--- config.mk ---
export PLATFORM = sky130hd
export DESIGN_NAME = ama_riscv_rf_wb_arb_flat
export DESIGN_NICKNAME = d
export VERILOG_FILES = /design/src/rtl/ama_riscv_rf_wb_arb_pkg.sv /design/src/rtl/ama_riscv_rf_wb_arb_if.sv /design/src/rtl/ama_riscv_rf_wb_arb_fifo.sv /design/src/rtl/ama_riscv_rf_wb_arb.sv /design/src/flat_wrapper.sv
export SDC_FILE = /design/constraint.sdc
export NUM_CORES = 1
export LEC_CHECK = 0
export CAP_MARGIN = 20
export CORE_MARGIN = 10
export CORE_UTILIZATION = 35
export DETAILED_ROUTE_END_ITERATION = 8
export PLACE_DENSITY_LB_ADDON = 0.1
export RECOVER_POWER = 25
export SYNTH_ARGS = -nofsm -noshare
export SYNTH_HDL_FRONTEND = slang
export SYNTH_SLANG_ARGS = --single-unit
--- constraint.sdc ---
create_clock -name clk -period 5.8 [get_ports clk]
set_clock_uncertainty 0.2 [all_clocks]
set_input_delay 0.58 -clock clk [delete_from_list [all_inputs] [get_ports clk]]
set_output_delay 0.58 -clock clk [all_outputs]
set_load 0.05 [all_outputs]
--- src/rtl/ama_riscv_rf_wb_arb_pkg.sv ---
// Shared register-file types and helpers used by the writeback arbiter.
// Also holds the LLU result FIFO entry format.
package ama_riscv_rf_wb_arb_pkg;

  typedef logic [31:0] arch_width_t;
  typedef logic [4:0]  rf_addr_t;

  typedef struct packed {
    logic rd;
    logic rdp;
  } rf_we_t;

  localparam rf_addr_t RF_X0_ZERO = 5'd0;
  localparam rf_addr_t RF_X31_T6  = 5'd31;

  localparam int unsigned RF_WB_FIFO_DEPTH = 2;

  typedef struct packed {
    rf_addr_t    rd;
    logic        rdp;
    arch_width_t data;
    arch_width_t data_p;
  } rf_wb_req_t;

  function automatic rf_addr_t get_rdp(input rf_addr_t rd);
    return rd + 5'd1;
  endfunction

  // A pair must start on an even register below x31.
  function automatic logic pair_illegal(input rf_wb_req_t req);
    return req.rdp && (req.rd[0] || (req.rd == RF_X31_T6));
  endfunction

  function automatic logic [31:0] pending_mask(input rf_wb_req_t req);
    logic [31:0] m;
    m = '0;
    if (req.rd != RF_X0_ZERO) begin
      m[req.rd] = 1'b1;
      if (req.rdp && !pair_illegal(req)) m[get_rdp(req.rd)] = 1'b1;
    end
    return m;
  endfunction

endpackage

--- src/rtl/ama_riscv_rf_wb_arb_if.sv ---
// Producer-side bundle: pipeline writeback request and LLU valid/ready result.
interface ama_riscv_rf_wb_arb_if;
  import ama_riscv_rf_wb_arb_pkg::*;

  logic        pipe_v;
  logic        pipe_rdp;
  rf_addr_t    pipe_rd;
  arch_width_t pipe_data;
  arch_width_t pipe_data_p;
  logic        pipe_stall;

  logic        llu_valid;
  logic        llu_ready;
  logic        llu_rdp;
  rf_addr_t    llu_rd;
  arch_width_t llu_data;
  arch_width_t llu_data_p;

  modport master (
    output pipe_v, pipe_rdp, pipe_rd, pipe_data, pipe_data_p,
    input  pipe_stall,
    output llu_valid, llu_rdp, llu_rd, llu_data, llu_data_p,
    input  llu_ready
  );

  modport slave (
    input  pipe_v, pipe_rdp, pipe_rd, pipe_data, pipe_data_p,
    output pipe_stall,
    input  llu_valid, llu_rdp, llu_rd, llu_data, llu_data_p,
    output llu_ready
  );
endinterface

--- src/rtl/ama_riscv_rf_wb_arb_fifo.sv ---
// Small circular FIFO buffering LLU writeback requests; exposes every entry
// so the arbiter can build the pending-write mask.
module ama_riscv_wb_fifo
  import ama_riscv_rf_wb_arb_pkg::*;
(
  input  logic       clk,
  input  logic       rst_n,
  input  logic       push,
  input  rf_wb_req_t push_req,
  input  logic       pop,
  output logic       full,
  output logic       empty,
  output rf_wb_req_t head,
  output logic       [RF_WB_FIFO_DEPTH-1:0] ent_vld,
  output rf_wb_req_t ent [RF_WB_FIFO_DEPTH]
);

  localparam int unsigned PTR_W = $clog2(RF_WB_FIFO_DEPTH);

  logic [PTR_W-1:0]            wr_ptr_q, wr_ptr_d;
  logic [PTR_W-1:0]            rd_ptr_q, rd_ptr_d;
  logic [RF_WB_FIFO_DEPTH-1:0] vld_q, vld_d;
  rf_wb_req_t                  mem_q [RF_WB_FIFO_DEPTH];
  rf_wb_req_t                  mem_d [RF_WB_FIFO_DEPTH];
  logic                        push_ok, pop_ok;

  assign full    = &vld_q;
  assign empty   = ~|vld_q;
  assign head    = mem_q[rd_ptr_q];
  assign ent_vld = vld_q;
  assign ent     = mem_q;

  always_comb begin
    push_ok  = push && !full;
    pop_ok   = pop && !empty;
    wr_ptr_d = wr_ptr_q + PTR_W'(push_ok);
    rd_ptr_d = rd_ptr_q + PTR_W'(pop_ok);
    vld_d    = vld_q;
    mem_d    = mem_q;
    if (pop_ok) vld_d[rd_ptr_q] = 1'b0;
    if (push_ok) begin
      vld_d[wr_ptr_q] = 1'b1;
      mem_d[wr_ptr_q] = push_req;
    end
  end

  always_ff @(posedge clk or negedge rst_n) begin
    if (!rst_n) begin
      wr_ptr_q <= '0;
      rd_ptr_q <= '0;
      vld_q    <= '0;
    end else begin
      wr_ptr_q <= wr_ptr_d;
      rd_ptr_q <= rd_ptr_d;
      vld_q    <= vld_d;
    end
  end

  // Payload storage carries no reset; entry validity is the only control.
  always_ff @(posedge clk) begin
    mem_q <= mem_d;
  end

endmodule

--- src/rtl/ama_riscv_rf_wb_arb.sv ---
// Register-file writeback arbiter: pipeline writeback vs buffered LLU results,
// with starvation guard, paired-write sanitisation and pending-write mask.
module ama_riscv_rf_wb_arb
  import ama_riscv_rf_wb_arb_pkg::*;
#(
  parameter int unsigned STARVE_MAX = 4
) (
  input  logic                  clk,
  input  logic                  rst_n,
  ama_riscv_rf_wb_arb_if.slave  bus,
  output rf_we_t                we,
  output rf_addr_t              addr_d,
  output arch_width_t           data_d,
  output arch_width_t           data_dp,
  output logic [31:0]           llu_pending,
  output logic                  err_rdp
);

  localparam int unsigned CNT_W = ($clog2(STARVE_MAX + 1) > 3) ? $clog2(STARVE_MAX + 1) : 3;
  localparam logic [CNT_W-1:0] CNT_MAX = CNT_W'(STARVE_MAX);

  rf_wb_req_t pipe_req, llu_req, fifo_head, sel;
  rf_wb_req_t fifo_ent [RF_WB_FIFO_DEPTH];
  logic [RF_WB_FIFO_DEPTH-1:0] fifo_ent_vld;
  logic fifo_full, fifo_empty, fifo_push;
  logic starved, grant_head, grant_pipe, any_grant, wr_ok;

  logic [CNT_W-1:0] starve_cnt_q, starve_cnt_d;
  rf_we_t           we_q, we_d;
  rf_addr_t         waddr_q, waddr_d;
  arch_width_t      wdata_q, wdata_d;
  arch_width_t      wdata_p_q, wdata_p_d;
  logic             err_q, err_d;

  assign fifo_push      = bus.llu_valid && bus.llu_ready;
  assign bus.llu_ready  = !fifo_full;
  assign bus.pipe_stall = bus.pipe_v && starved;

  ama_riscv_wb_fifo u_fifo (
    .clk      (clk),
    .rst_n    (rst_n),
    .push     (fifo_push),
    .push_req (llu_req),
    .pop      (grant_head),
    .full     (fifo_full),
    .empty    (fifo_empty),
    .head     (fifo_head),
    .ent_vld  (fifo_ent_vld),
    .ent      (fifo_ent)
  );

  always_comb begin
    pipe_req = '{rd: bus.pipe_rd, rdp: bus.pipe_rdp, data: bus.pipe_data, data_p: bus.pipe_data_p};
    llu_req  = '{rd: bus.llu_rd, rdp: bus.llu_rdp, data: bus.llu_data, data_p: bus.llu_data_p};

    starved    = !fifo_empty && (starve_cnt_q >= CNT_MAX);
    grant_head = !fifo_empty && (!bus.pipe_v || starved);
    grant_pipe = bus.pipe_v && !grant_head;
    any_grant  = grant_head || grant_pipe;
    sel        = grant_head ? fifo_head : pipe_req;

    if (fifo_empty || grant_head)  starve_cnt_d = '0;
    else if (starve_cnt_q < CNT_MAX) starve_cnt_d = starve_cnt_q + CNT_W'(1);
    else                           starve_cnt_d = starve_cnt_q;

    // x0 writes are granted and popped but never reach the register file.
    wr_ok     = any_grant && (sel.rd != RF_X0_ZERO);
    we_d.rd   = wr_ok;
    we_d.rdp  = wr_ok && sel.rdp && !pair_illegal(sel);
    err_d     = any_grant && pair_illegal(sel);
    waddr_d   = any_grant ? sel.rd     : waddr_q;
    wdata_d   = any_grant ? sel.data   : wdata_q;
    wdata_p_d = any_grant ? sel.data_p : wdata_p_q;
  end

  always_comb begin
    llu_pending = '0;
    for (int i = 0; i < RF_WB_FIFO_DEPTH; i++) begin
      if (fifo_ent_vld[i]) llu_pending = llu_pending | pending_mask(fifo_ent[i]);
    end
  end

  always_ff @(posedge clk or negedge rst_n) begin
    if (!rst_n) begin
      starve_cnt_q <= '0;
      we_q         <= '0;
      waddr_q      <= '0;
      wdata_q      <= '0;
      wdata_p_q    <= '0;
      err_q        <= 1'b0;
    end else begin
      starve_cnt_q <= starve_cnt_d;
      we_q         <= we_d;
      waddr_q      <= waddr_d;
      wdata_q      <= wdata_d;
      wdata_p_q    <= wdata_p_d;
      err_q        <= err_d;
    end
  end

  assign we      = we_q;
  assign addr_d  = waddr_q;
  assign data_d  = wdata_q;
  assign data_dp = wdata_p_q;
  assign err_rdp = err_q;

`ifndef SYNTHESIS
  a_pipe_hold: assert property (@(posedge clk) disable iff (!rst_n)
    bus.pipe_stall |=> (bus.pipe_v && $stable(bus.pipe_rd) && $stable(bus.pipe_rdp)
                        && $stable(bus.pipe_data) && $stable(bus.pipe_data_p)));
  a_no_push_full: assert property (@(posedge clk) disable iff (!rst_n)
    !(fifo_push && fifo_full));
`endif

endmodule

--- src/flat_wrapper.sv ---
// flat-port wrapper written by rule: the top's interface ports become plain ports
module ama_riscv_rf_wb_arb_flat import ama_riscv_rf_wb_arb_pkg::*;
#(
  parameter int unsigned STARVE_MAX = 4
)
  (clk, rst_n, we, addr_d, data_d, data_dp, llu_pending, err_rdp, bus_pipe_v, bus_pipe_rdp, bus_pipe_rd, bus_pipe_data, bus_pipe_data_p, bus_pipe_stall, bus_llu_valid, bus_llu_rdp, bus_llu_rd, bus_llu_data, bus_llu_data_p, bus_llu_ready);
  ama_riscv_rf_wb_arb_if bus_i ();
  input  logic clk;
  input  logic rst_n;
  output rf_we_t we;
  output rf_addr_t addr_d;
  output arch_width_t data_d;
  output arch_width_t data_dp;
  output logic [31:0] llu_pending;
  output logic err_rdp;
  input wire logic [$bits(bus_i.pipe_v)-1:0] bus_pipe_v;
  input wire logic [$bits(bus_i.pipe_rdp)-1:0] bus_pipe_rdp;
  input wire logic [$bits(bus_i.pipe_rd)-1:0] bus_pipe_rd;
  input wire logic [$bits(bus_i.pipe_data)-1:0] bus_pipe_data;
  input wire logic [$bits(bus_i.pipe_data_p)-1:0] bus_pipe_data_p;
  output wire logic [$bits(bus_i.pipe_stall)-1:0] bus_pipe_stall;
  input wire logic [$bits(bus_i.llu_valid)-1:0] bus_llu_valid;
  input wire logic [$bits(bus_i.llu_rdp)-1:0] bus_llu_rdp;
  input wire logic [$bits(bus_i.llu_rd)-1:0] bus_llu_rd;
  input wire logic [$bits(bus_i.llu_data)-1:0] bus_llu_data;
  input wire logic [$bits(bus_i.llu_data_p)-1:0] bus_llu_data_p;
  output wire logic [$bits(bus_i.llu_ready)-1:0] bus_llu_ready;
  assign bus_i.pipe_v = bus_pipe_v;
  assign bus_i.pipe_rdp = bus_pipe_rdp;
  assign bus_i.pipe_rd = bus_pipe_rd;
  assign bus_i.pipe_data = bus_pipe_data;
  assign bus_i.pipe_data_p = bus_pipe_data_p;
  assign bus_pipe_stall = bus_i.pipe_stall;
  assign bus_i.llu_valid = bus_llu_valid;
  assign bus_i.llu_rdp = bus_llu_rdp;
  assign bus_i.llu_rd = bus_llu_rd;
  assign bus_i.llu_data = bus_llu_data;
  assign bus_i.llu_data_p = bus_llu_data_p;
  assign bus_llu_ready = bus_i.llu_ready;
  ama_riscv_rf_wb_arb #(.STARVE_MAX(STARVE_MAX)) u_core (.clk(clk), .rst_n(rst_n), .bus(bus_i), .we(we), .addr_d(addr_d), .data_d(data_d), .data_dp(data_dp), .llu_pending(llu_pending), .err_rdp(err_rdp));
endmodule
# After elaboration in Yosys (flattened, before gate mapping)
# Index checks and enable logic that the tools add are counted.
totals:
  n_memories: 0
  rom_bits: 0
  ram_bits: 0
  regBits: 219
  out_inout_bits: 106
  latch_bits: 0
classes:
  n_bitwise: 8
  n_shift: 0
  n_reduce_logical: 42
  magnitude_cmp: 17
  n_mul: 0
  n_mux: 30
  n_addsub: 5
  n_div: 0
  n_eq_ne: 3
op_table:
  columns: ["cell", "n"]
  rows:
  - ["2-to-1 mux 70 bit", 5]
  - ["2-to-1 mux 32 bit", 7]
  - ["bitwise mux 140 bit", 1]
  - ["OR 32 bit", 3]
  - ["demux 70 bit (select 1 bit)", 1]
  - ["< comparator 5 x 6 -> 1 bit, second input constant", 4]
  - ["logical AND 1 bit", 23]
  - ["demux 1 bit (select 5 bit)", 4]
  - ["greater-or-equal comparator 5 x 1 -> 1 bit, second input constant", 4]
  - ["== test 5 bit, second input constant", 3]
  - ["nonzero test 5 bit", 3]
  - ["adder 5 x 1 -> 5 bit, second input constant", 2]
  - ["zero test 1 bit", 7]
  - ["logical OR 1 bit", 6]
  - ["2-to-1 mux 1 bit", 6]
  - ["2-to-1 mux 3 bit", 2]
  - ["greater-or-equal comparator 2 bit, second input constant", 2]
  - ["< comparator 1 x 2 -> 1 bit, second input constant", 2]
  - ["2-to-1 mux 2 bit", 2]
  - ["inverter 1 -> 2 bit", 2]
  - ["adder 3 x 1 -> 3 bit, second input constant", 1]
  - ["greater-or-equal comparator 3 bit, second input constant", 1]
  - ["< comparator 3 bit, second input constant", 1]
  - ["adder 1 bit", 2]
  - ["other kinds (9)", 11]

# Depth between registers and ports, before layout
# Gate-level depths: netlist (run 1).
logic_depth:
  depth_word: 11
  depth_mapped: 8
  ltp_nobuf: 7

# Cells and area by module
# Synthesis (run 1) repeated with hierarchy kept, for this count alone.
hier_totals:
  cells_unflattened: 753
  area_unflattened_um2: 10108.4
by_module_without_submodules:
  columns: ["mod", "seq_area_each_um2", "area_each_um2", "n_inst", "cells_each"]
  rows:
  - ["ama_riscv_wb_fifo", 4304.1, 5591.6, 1, 236]
  - ["ama_riscv_rf_wb_arb", 1876.8, 4516.8, 1, 517]

# Worst setup path after synthesis (run 1)
# No wires, ideal clock.
synth_path:
  path_type: "register to register"
  from: "register u_core.u_fifo.vld_q[0], in the netlist u_core.u_fifo.ent_vld[0]"
  to: "register u_core.u_fifo.mem_q (netlist bit u_core.u_fifo.ent[100]), enable pin"
  t_arrival_ns: 2.814
  setup_time_ns: 0.436
  required_ns: 5.164
  period_less_slack_ns: 3.450
  setup_slack_ns: 2.350
  path_buffers: 1
  path_stages_with_launch: 5
  cell_sequence: "dfrtp_1 -> buf_2 -> nand2_1 -> and2_1 -> ha_1"
synth_between:
  elab_chain_cells: 4
synth_rtl:
  columns: ["element", "line", "rtl"]
  rows:
  - ["start: declaration", "ama_riscv_rf_wb_arb_fifo.sv:22", "logic [RF_WB_FIFO_DEPTH-1:0] vld_q, vld_d;"]
  - ["start signal: assignment", "ama_riscv_rf_wb_arb_fifo.sv:55", "vld_q <= vld_d;"]
  - ["AND reduction 2 bit *", "ama_riscv_rf_wb_arb_fifo.sv:27", "assign full = &vld_q;"]
  - ["zero test 1 bit *", "ama_riscv_rf_wb_arb.sv:36", "assign bus.llu_ready = !fifo_full;"]
  - ["via bus_llu_ready", "flat_wrapper.sv:27", "output wire logic [$bits(bus_i.llu_ready)-1:0] bus_llu_ready;"]
  - ["logical AND 1 bit", "ama_riscv_rf_wb_arb.sv:35", "assign fifo_push = bus.llu_valid && bus.llu_ready;"]
  - ["logical AND 1 bit *", "ama_riscv_rf_wb_arb_fifo.sv:34", "push_ok = push && !full;"]
  - ["end signal: assignment", "ama_riscv_rf_wb_arb_fifo.sv:61", "mem_q <= mem_d;"]
  - ["end: declaration", "ama_riscv_rf_wb_arb_fifo.sv:23", "rf_wb_req_t mem_q [RF_WB_FIFO_DEPTH];"]
# Mark *: on every way through the listed nets, which the timed path passes. The rest lies on a longest branch.
# A chain may end at the register's enable or synchronous reset.

# Worst setup path in the final report (run 1)
layout_path:
  from: "register u_core.u_fifo.mem_q (netlist bit u_core.u_fifo.ent[66])"
  to: "output llu_pending[5]"
layout_between:
  elab_chain_cells: 11
  elab_cells_between_ends: 23
  classes_between: "1 x add/sub; 4 x order compare; 1 x eq/ne; 8 x mux; 2 x bitwise; 7 x reduce/logical"
layout_rtl:
  columns: ["element", "line", "rtl"]
  rows:
  - ["adder 5 x 1 -> 5 bit", "ama_riscv_rf_wb_arb_pkg.sv:26", "return rd + 5'd1;"]
  - ["< comparator 5 x 6 -> 1 bit (not written as such) / greater-or-equal comparator 5 x 1 -> 1 bit (equally long branches)", "ama_riscv_rf_wb_arb_pkg.sv:39", "if (req.rdp && !pair_illegal(req)) m[get_rdp(req.rd)] = 1'b1;"]
  - ["logical AND 1 bit (not written as such)", "ama_riscv_rf_wb_arb_pkg.sv:39", null]
  - ["2-to-1 mux 1 bit (not written as such)", "ama_riscv_rf_wb_arb_pkg.sv:39", null]
  - ["demux 1 bit (select 5 bit)", null, null]
  - ["OR 32 bit (no source line)", null, null]
  - ["2-to-1 mux 32 bit", "ama_riscv_rf_wb_arb_pkg.sv:39", null]
  - ["2-to-1 mux 32 bit *", "ama_riscv_rf_wb_arb_pkg.sv:37", "if (req.rd != RF_X0_ZERO) begin"]
  - ["2-to-1 mux 32 bit *", "ama_riscv_rf_wb_arb.sv:79", "if (fifo_ent_vld[i]) llu_pending = llu_pending | pending_mask(fifo_ent[i]);"]
  - ["OR 32 bit *", "ama_riscv_rf_wb_arb.sv:79", null]
  - ["2-to-1 mux 32 bit *", "ama_riscv_rf_wb_arb.sv:79", null]
  - ["end: declaration", "flat_wrapper.sv:14", "output logic [31:0] llu_pending;"]
# Mark *: on every way between the ends. The rest lies on a longest branch, timed or not. The select of a mux whose other input is x is not followed.

==> impl_metrics.toml, run 1 <==
[status]
status = "complete, no violations"

[clock_tree]
cts_buffer_depth = 3
cts_root_buf = "clkbuf_16"
cts.htree.levels = 1
cts_tree = "done"
cts_resized = 0
post_cts.repair.setup_buffers = 0
cts_sinks = 219
numCtsBuffers = 25
clk_latency_ns = 0.51
clk_pin_slew_ns = 0.06

[worst_setup_path]
slowest_delay_ns = 0.84
worstPathCellList = "inv_1, nor3_1, ha_1, or4b_1, o21ai_2, nand2_1, o22ai_1, clkdlybuf4s50_1"
critPathMaxFanout = 9
critPathTopFamily = "buffers and inverters"
end_kind = "primary output"
reg2reg_slack_ns = 2.97
arrival_ns = 3.48
cp.required_ns = 5.02
slowest_stage = "clkdlybuf4s50_1"
start_kind = "flop"
worstSetupPathType = "reg -> out"
path_buf_inv = 2

[hold_path]
hp-class = "reg -> reg"

[sta]
finalCritPeriodShare_pct = 73.5
timing.hold.ws_ns = 0.246
worst_slew_margin_rel_pct = 29.8
setup_viol = 0
slew_violations = 0
tns_ns = 0
period_minus_slack_ns = 4.26
hold_violations = 0
setup_slack_ns = 1.54
rsz0062_at_grt = "no"
tightestPinTransition_ns = 1.05
max_freq_mhz = 235

[routing]
vias = 6666
via_per_inst = 4.96
drc = 0
drt_wl_total_um = 27500
ant_nets = 0
wl_per_cell_um = 20.5
drt-initial-drc-count = 366
drt_pre_antenna_iters = 5

[synth]
synth.cell_area_um2 = 9360
synth_cell_types = 49
synthTopCellsByCount = "edfxtp_1, nand2_1, dfrtp_1"
syn-num-nets = 905
synthTopCellsByArea = "edfxtp_1, dfrtp_1, mux2i_1"
netlist_instances = 754
ys_seq_area_share_pct = 66.0
synthArstFlopShare_pct = 36.1
synth_seq_cells = 219
syn_avg_cell_area_um2 = 12.4
yosysTopAreaCell = "edfxtp_1"
synthFlopType = "edfxtp_1"
synth_edf_count = 140
yosysMostFrequentCell = "edfxtp_1"
yosysTopAreaCellShare_pct = 44.9
ys_warn_count = 0

[floorplanning]
die_area_um2 = 33700
die_x_um = 184
start_util_pct = 35.7
pin_count = 250
die_y_um = 184
core_um2 = 26200
num_rows = 59

[power]
power_density_nw_per_um2 = 544
power.static_leakage_uw = 0.00470
p_total_uw = 6960
irDropWorstVdd_mv = 0.237

[finish]
ff_latch_area_um2 = 6180
fillers = 2355
multi_input_area_um2 = 2850
drive_above_1_share_pct = 5.88
fin_nets = 1135
syn_to_final_growth_pct = 36.7

[placed_design]
numPortBuffers = 248
place_hpwl_um = 18700
post-place-ws_ns = 2.09
gp_congestion = 0.885

[global_route]
antenna_found_initial = 10
track_usage_pct = 15.7
grt_pass1_vias = 6749
grt_max_degree = 60
overflow = 0
grt_pass1_wl_um = 41300

[flow_run]
max-cap-violations = 0
==> final timing paths <==
kind / startpoint / end / depth (start not counted)
setup reg to reg: u_core.u_fifo.ent_vld[1]$_DFF_PN0_ / u_core.we[0]$_DFF_PN0_ / 5
setup / recovery: u_core.u_fifo.ent[66]$_DFFE_PP_ / llu_pending[5] / 8
min in group asynchronous: rst_n / u_core.data_d[7]$_DFFE_PN0P_ / 2
hold reg to reg: u_core.starve_cnt_q[0]$_DFFE_PN0P_ / u_core.starve_cnt_q[0]$_DFFE_PN0P_ / 1
max in group asynchronous: rst_n / u_core.data_dp[22]$_DFFE_PN0P_ / 3
hold / removal: u_core.starve_cnt_q[0]$_DFFE_PN0P_ / u_core.starve_cnt_q[0]$_DFFE_PN0P_ / 1
==> power breakdown <==
| part | internal [µW] | switching [µW] | leakage [µW] |
|---|---|---|---|
| combinational | 992 | 2000 | 0.00208 |
| clock | 845 | 607 | 0.000370 |
| sequential | 2200 | 313 | 0.00225 |
==> metrics by stage <==
stage / cell area [µm²] / utilization, % / cells
5_1_grt: 12800 / 48.8 / 1339
3_3_place_gp: 12000 / 45.9 / 1291
3_5_place_dp: 12000 / 45.9 / 1291
6_report: 12800 / 48.8 / 1344
2_1_floorplan: 9360 / - / 754
4_1_cts: 12800 / 48.8 / 1338
==> per-layer routing <==
metal | vias to the layer above | share of wire, % | global-route usage [%]
met5 | - | 0.20 | 0
met4 | 10 | 1.5 | 3.41
met3 | 41 | 9.0 | 5.61
met2 | 199 | 47 | 25.6
met1 | 3155 | 42 | 19.5
li1 | 3261 | - | -
==> cell families after synthesis <==
family,Yosys count,synth area share [%]
compound gates,182,10.6
xor+xnor,1,0.0936
fa+ha+maj,7,0.936
buf+inv,61,3.89
flops,219,66.0
mux,69,7.39
other cells,1,0.0401
simple gates,214,11.0
==> registers in the layout, indices dropped and copies added (netlist names), 2 cells and up <==
signal                 flops
u_core.data_dp            32
u_core.starve_cnt_q        3
u_core.we                  2
u_core.u_fifo.ent_vld      2
u_core.u_fifo.ent        140
u_core.addr_d              5
u_core.data_d             32
==> cell usage in the layout (no fill, tap or decap), drive strengths merged, types with 2 or more instances in the layout <==
| master | Yosys | layout |
|---|---|---|
| inv | 6 | 7 |
| edfxtp | 140 | 140 |
| o31ai | 2 | 2 |
| a31oi | 2 | 2 |
| nand3 | 12 | 12 |
| diode | 0 | 6 |
| nor3 | 67 | 67 |
| or2 | 5 | 5 |
| clkinv | 0 | 7 |
| mux2i | 68 | 68 |
| nor2 | 11 | 11 |
| o22ai | 31 | 31 |
| nand2b | 10 | 10 |
| buf | 42 | 10 |
| nand2 | 90 | 90 |
| nand3b | 5 | 5 |
| nor2b | 3 | 3 |
| ha | 7 | 7 |
| clkdlybuf4s50 | 0 | 179 |
| dfrtp | 79 | 79 |
| o21ai | 71 | 71 |
| a21oi | 67 | 67 |
| a21o | 3 | 3 |
| and3 | 3 | 3 |
| clkbuf | 13 | 38 |
| dlygate4sd3 | 0 | 69 |
==> repair_timing <==
item / CTS / global route
setup endpoints to repair: 0 / 0
hold buffers: 1 / 0
hold endpoints to repair: 26 / 0
==> cell type report <==
cell class | instances | area share [%]
Timing Repair Buffer | 258 | 20.0
Antenna cell | 6 | 0.117
Clock inverter | 8 | 0.303
Multi-Input combinational cell | 474 | 22.2
Sequential cell | 219 | 48.3
Clock buffer | 38 | 5.58
Inverter | 6 | 0.176
Tap cell | 335 | 3.28
No activity file was read; power rests on OpenSTA's default activity.
==> run 2, diff against run 1 <==
==> constraint.sdc (replaced) <==
create_clock -name clk -period 3.8 [get_ports clk]
set_clock_uncertainty 0.2 [all_clocks]
set_input_delay 0.38 -clock clk [delete_from_list [all_inputs] [get_ports clk]]
set_output_delay 0.38 -clock clk [all_outputs]
set_load 0.05 [all_outputs]
==> run 2 against run 1 <==
Compared with the run above: clock power up 96%; non-clock buffer count up 5; register-to-register slack worse by 1.6 ns; highest routed layer unchanged; combinational power up 58%; critical endpoint is now llu_pending[7]; largest cell class unchanged; worst setup slack worse by 1.3 ns.
==> impl_metrics.toml, run 2 (synthesized netlist as in run 1, its figures left out) <==
[routing]
drt_pre_antenna_iters = 5
vias = 6712
ant_nets = 0
wl_per_cell_um = 20.4
drc = 0
drt_wl_total_um = 27700
via_per_inst = 4.95
drt-initial-drc-count = 293

[clock_tree]
cts_sinks = 219
cts_root_buf = "clkbuf_16"
clk_pin_slew_ns = 0.06
cts.htree.levels = 1
clk_latency_ns = 0.54
cts_buffer_depth = 3
numCtsBuffers = 26
post_cts.repair.setup_buffers = 0
cts_tree = "done"

[flow_run]
max-cap-violations = 0

[finish]
final_util_pct = 50.1
final_common_cell = "clkdlybuf4s50_1"
drive_above_1_share_pct = 8.61
final_cell_mix = "clkdlybuf4s50_1, edfxtp_1, nand2_1"
fin_nets = 1141
syn_to_final_growth_pct = 40.3
largest_register_ffs = 140

[global_route]
grt_pass1_wl_um = 42200
overflow = 0
track_usage_pct = 15.9
antenna_found_initial = 13
grt_max_degree = 95
grt_pass1_vias = 6998

[sta]
tns_ns = 0
worst_slew_margin_rel_pct = 37.5
setup_viol = 0
rsz0062_at_grt = "no"
slew_violations = 0
period_minus_slack_ns = 3.55
tightestPinTransition_ns = 0.938
finalCritPeriodShare_pct = 93.3
max_freq_mhz = 282
hold_violations = 0

[placed_design]
numPortBuffers = 248
gp_congestion = 0.891
place_hpwl_um = 18800

[floorplanning]
pin_count = 250
die_y_um = 184
die_area_um2 = 33700
start_util_pct = 35.7
core_um2 = 26200
num_rows = 59
die_x_um = 184

[hold_path]
hp-class = "reg -> reg"

[worst_setup_path]
start_kind = "flop"
reg2reg_slack_ns = 1.35
worstSetupPathType = "reg -> out"
cp.required_ns = 3.22
arrival_ns = 2.97
end_kind = "primary output"
critPathMaxFanout = 9

[status]
status = "complete, no violations"

[power]
irDropWorstVdd_mv = 0.459
power_density_nw_per_um2 = 861
power.static_leakage_uw = 0.00495
## run 2: final cells by class
type                    instances  area (µm²)
inverters                       6        22.5
flip-flops and latches        219        6180
clock buffers                  30         706
clock inverters                18         299
diodes                         10        25.0
well taps                     335         419
repair buffers                263        2630
multi-input cells             474        2850
fillers                      2338       13100
## run 2: path summary, 6_finish.rpt
| check | startpoint | to | cells after the start |
|---|---|---|---|
| worst max-delay path | u_core.u_fifo.ent[138]$_DFFE_PP_ | llu_pending[7] | 8 |
| worst min-delay path | u_core.starve_cnt_q[0]$_DFFE_PN0P_ | u_core.starve_cnt_q[0]$_DFFE_PN0P_ | 1 |
| worst max register to register | u_core.u_fifo.ent_vld[0]$_DFF_PN0_ | u_core.u_fifo.ent[98]$_DFFE_PP_ | 4 |
| worst min register to register | u_core.starve_cnt_q[0]$_DFFE_PN0P_ | u_core.starve_cnt_q[0]$_DFFE_PN0P_ | 1 |
| max in group asynchronous | rst_n | u_core.data_dp[26]$_DFFE_PN0P_ | 3 |
| min in group asynchronous | rst_n | u_core.data_d[6]$_DFFE_PN0P_ | 2 |
## run 2: where the power goes
part	internal (µW)	total [µW]	leakage (µW)	switching, µW
registers	3360	3760	0.00225	403
clock network	1810	2840	0.000478	1020
logic	1570	4710	0.00222	3140
## run 2: routing by layer
layer	share of wire [%]	vias up	routed length, µm	global-route usage, %
li1	-	3276	-	-
met1	41	3174	11300	19.3
met2	47	214	13000	26.3
met3	10	40	2850	6.44
met4	1.5	8	411	3.05
met5	0.17	-	46	0
## run 2: worst max-delay path, cell delays in order, from the launching register on
cell and delay (ns):
edfxtp_1 0.48, nand2_1 0.21, nor2_1 0.22, ha_1 0.26
nor4b_1 0.28, a21o_1 0.14, nand2_1 0.10, o21ai_0 0.20
dlygate4sd2_1 0.56
## run 2: repair_timing
item	4_1_cts	5_1_grt
hold buffers	1	0
endpoints found under the setup margin	11	14
hold endpoints to repair	59	0
gates resized for setup	11	23
## run 2: stage by stage
| stage | worst slack [ns] | hold WS, ns | area, µm² | power, µW | cells |
|---|---|---|---|---|---|
| 5_1_grt | 0.000525 | 0.269 | 13100 | 11900 | 1347 |
| 3_5_place_dp | 0.380 | 0.235 | 12100 | 8640 | 1296 |
| 2_1_floorplan | 0.350 | -0.116 | 9360 | 6940 | 754 |
| 4_1_cts | 0.0217 | 0.194 | 13100 | 11500 | 1345 |
| 6_report | 0.253 | 0.252 | 13100 | 11300 | 1355 |
| 3_3_place_gp | 0.443 | 0.240 | 12100 | 8610 | 1296 |
==> run 3, diff against run 2 <==
--- a/config.mk
+++ b/config.mk
@@ -6,6 +6,8 @@
 export NUM_CORES = 1
 export LEC_CHECK = 0
 export CAP_MARGIN = 20
+export CELL_PAD_IN_SITES_DETAIL_PLACEMENT = 0
+export CELL_PAD_IN_SITES_GLOBAL_PLACEMENT = 1
 export CORE_MARGIN = 10
 export CORE_UTILIZATION = 35
 export DETAILED_ROUTE_END_ITERATION = 8
==> run 3 against run 2 <==
Compared with the run above: combinational power decreased by 0.8%; count of clock-buffer cells in the layout decreased by 4; sequential share of layout area increased by 0.84 points; routed wire length decreased by 1.4%; largest power group unchanged; non-clock buffer count decreased by 1; global-route usage decreased by 0.25 points; critical path depth unchanged; first-iteration DRC count increased by 24%.
==> impl_metrics.toml, run 3 (synthesized netlist as in run 1, its figures left out) <==
[placed_design]
place_inst = 1295
gp_congestion = 0.846
numPortBuffers = 248
place_hpwl_um = 18500

[power]
seqPwrFrac_pct = 35.2
pwr-share-clk_pct = 21.2
power.static_leakage_uw = 0.00486
p_total_uw = 10700
power_density_nw_per_um2 = 831
swShare_pct = 42.1
irDropWorstVdd_mv = 0.464
intPower_uw = 6210
p_sw_uw = 4510
p_comb_share_pct = 43.6

[worst_setup_path]
end_kind = "primary output"
r2r_start = "u_core.u_fifo.ent_vld[0]$_DFF_PN0_"
ff2ff_path_depth = 4
arrival_ns = 3.11
start_kind = "flop"
critPathMaxFanout = 7
worstSetupPathType = "reg -> out"
reg2reg_slack_ns = 1.36
cp.required_ns = 3.22
r2r-end = "u_core.u_fifo.ent[41]$_DFFE_PP_"
crit_start = "u_core.u_fifo.ent[68]$_DFFE_PP_"

[routing]
vias = 6749
via_per_inst = 5.01
wl_met2_um = 13500
drt_pre_antenna_iters = 5
top_layer = "met5"
drc = 0
wl_met3_um = 2370
met1_length_um = 10900
drt-initial-drc-count = 363
wl_per_cell_um = 20.3
drt_wl_total_um = 27300
ant_nets = 0

[finish]
stdcell_count = 1346
final_cell_mix = "clkdlybuf4s50_1, edfxtp_1, nand2_1"
fin_nets = 1139
drive_above_1_share_pct = 7.85
syn_to_final_growth_pct = 37.8
final_common_cell = "clkdlybuf4s50_1"
fillers = 2376
largest_register_ffs = 140

[global_route]
overflow = 0
antenna_found_initial = 8
grt_pass1_wl_um = 41500
track_usage_pct = 15.7
grt_pass1_vias = 6808
grt_max_degree = 71

[floorplanning]
start_util_pct = 35.7
die_area_um2 = 33700
pin_count = 250
num_rows = 59
die_x_um = 184
core_um2 = 26200
die_y_um = 184

[sta]
finalCritPeriodShare_pct = 97.2
tns_ns = 0
rsz0062_at_grt = "no"
hold_violations = 0
period_minus_slack_ns = 3.69
max_freq_mhz = 271
setup_viol = 0
tightestPinTransition_ns = 0.929
slew_violations = 0
worst_slew_margin_rel_pct = 38.1

[hold_path]
hp-class = "reg -> reg"
min_to = "u_core.starve_cnt_q[0]$_DFFE_PN0P_"
hold_depth = 1
hold_path_startpoint = "u_core.starve_cnt_q[0]$_DFFE_PN0P_"

[clock_tree]
clk_latency_ns = 0.52
cts_tree = "done"
cts_sinks = 219
cts.htree.levels = 1
cts_buffer_depth = 3
numCtsBuffers = 25
cts_root_buf = "clkbuf_16"
clk_pin_slew_ns = 0.07

[status]
status = "complete, no violations"

[flow_run]
max-cap-violations = 0
run 3: cell types whose count changed in the layout (fill, tap and decap cells not counted), moves of 2 or more:
cell,change
clkbuf_2,-8
clkinv_2,+7
clkinv_8,-2
dlygate4sd2_1,+4
buf_4,+3
clkinv_4,+2
bufinv_16,-6
diode_2,-6
clkbuf_8,-4
run 3: power groups by stage:
stage	combinational [µW]	sequential (µW)	clock [µW]
floorplan	1910	5030	0
global placement	4780	3800	0
detailed placement	4780	3830	0
CTS	4780	3790	2340
global route	4990	3870	2450
finish	4670	3770	2280
run 3: stage by stage:
stage / instance area (µm²) / hold slack, ns / setup WS (ns) / utilization, %
after floorplan: 9360 / -0.116 / 0.350 / -
after global placement: 12100 / 0.239 / 0.470 / 46.2
after detailed placement: 12100 / 0.243 / 0.393 / 46.2
after CTS: 12900 / 0.213 / 0.0941 / 49.2
after global routing: 12900 / 0.266 / 0.000613 / 49.2
final: 12900 / 0.253 / 0.107 / 49.2
run 3: cell type report:
type | count | area (µm²) | area share, %
antenna | 4 | 10.0 | 0.0776
clock buffer | 26 | 629 | 4.88
clock inverter | 20 | 151 | 1.17
inverter | 6 | 22.5 | 0.175
multi-input combinational | 474 | 2850 | 22.1
sequential | 219 | 6180 | 47.9
tap | 335 | 419 | 3.25
timing repair buffer | 262 | 2640 | 20.5
run 3: critical path, stage by stage (launching register included):
cell             delay, ns
edfxtp_1              0.44
nand2_1               0.17
nor3_1                0.27
ha_1                  0.30
or4b_1                0.49
o21ai_2               0.10
nand2_1               0.14
o22ai_1               0.17
clkdlybuf4s15_1       0.53
run 3: repair_timing:
item / 4_1_cts / 5_1_grt
hold buffers: 1 / 0
endpoints found under the setup margin: 8 / 7
buffers inserted: 0 / 0
gates resized for setup: 8 / 8
endpoints found under the hold margin: 56 / 0
run 3: how the worst max path moves through the flow:
stage	end	slack, ns	depth (start not counted)
after floorplan	u_core.u_fifo.ent[100]$_DFFE_PP_	0.35	4
after global placement	llu_pending[11]	0.47	8
after detailed placement	llu_pending[3]	0.39	8
after CTS	llu_pending[19]	0.09	8
after global routing	llu_pending[3]	0.0006	8
final	llu_pending[3]	0.11	8
run 3: routing by layer:
metal,up-vias,GRT usage [%]
met5,-,0
met2,215,26.7
met4,10,3.25
met1,3214,18.9
met3,47,5.24
li1,3263,-
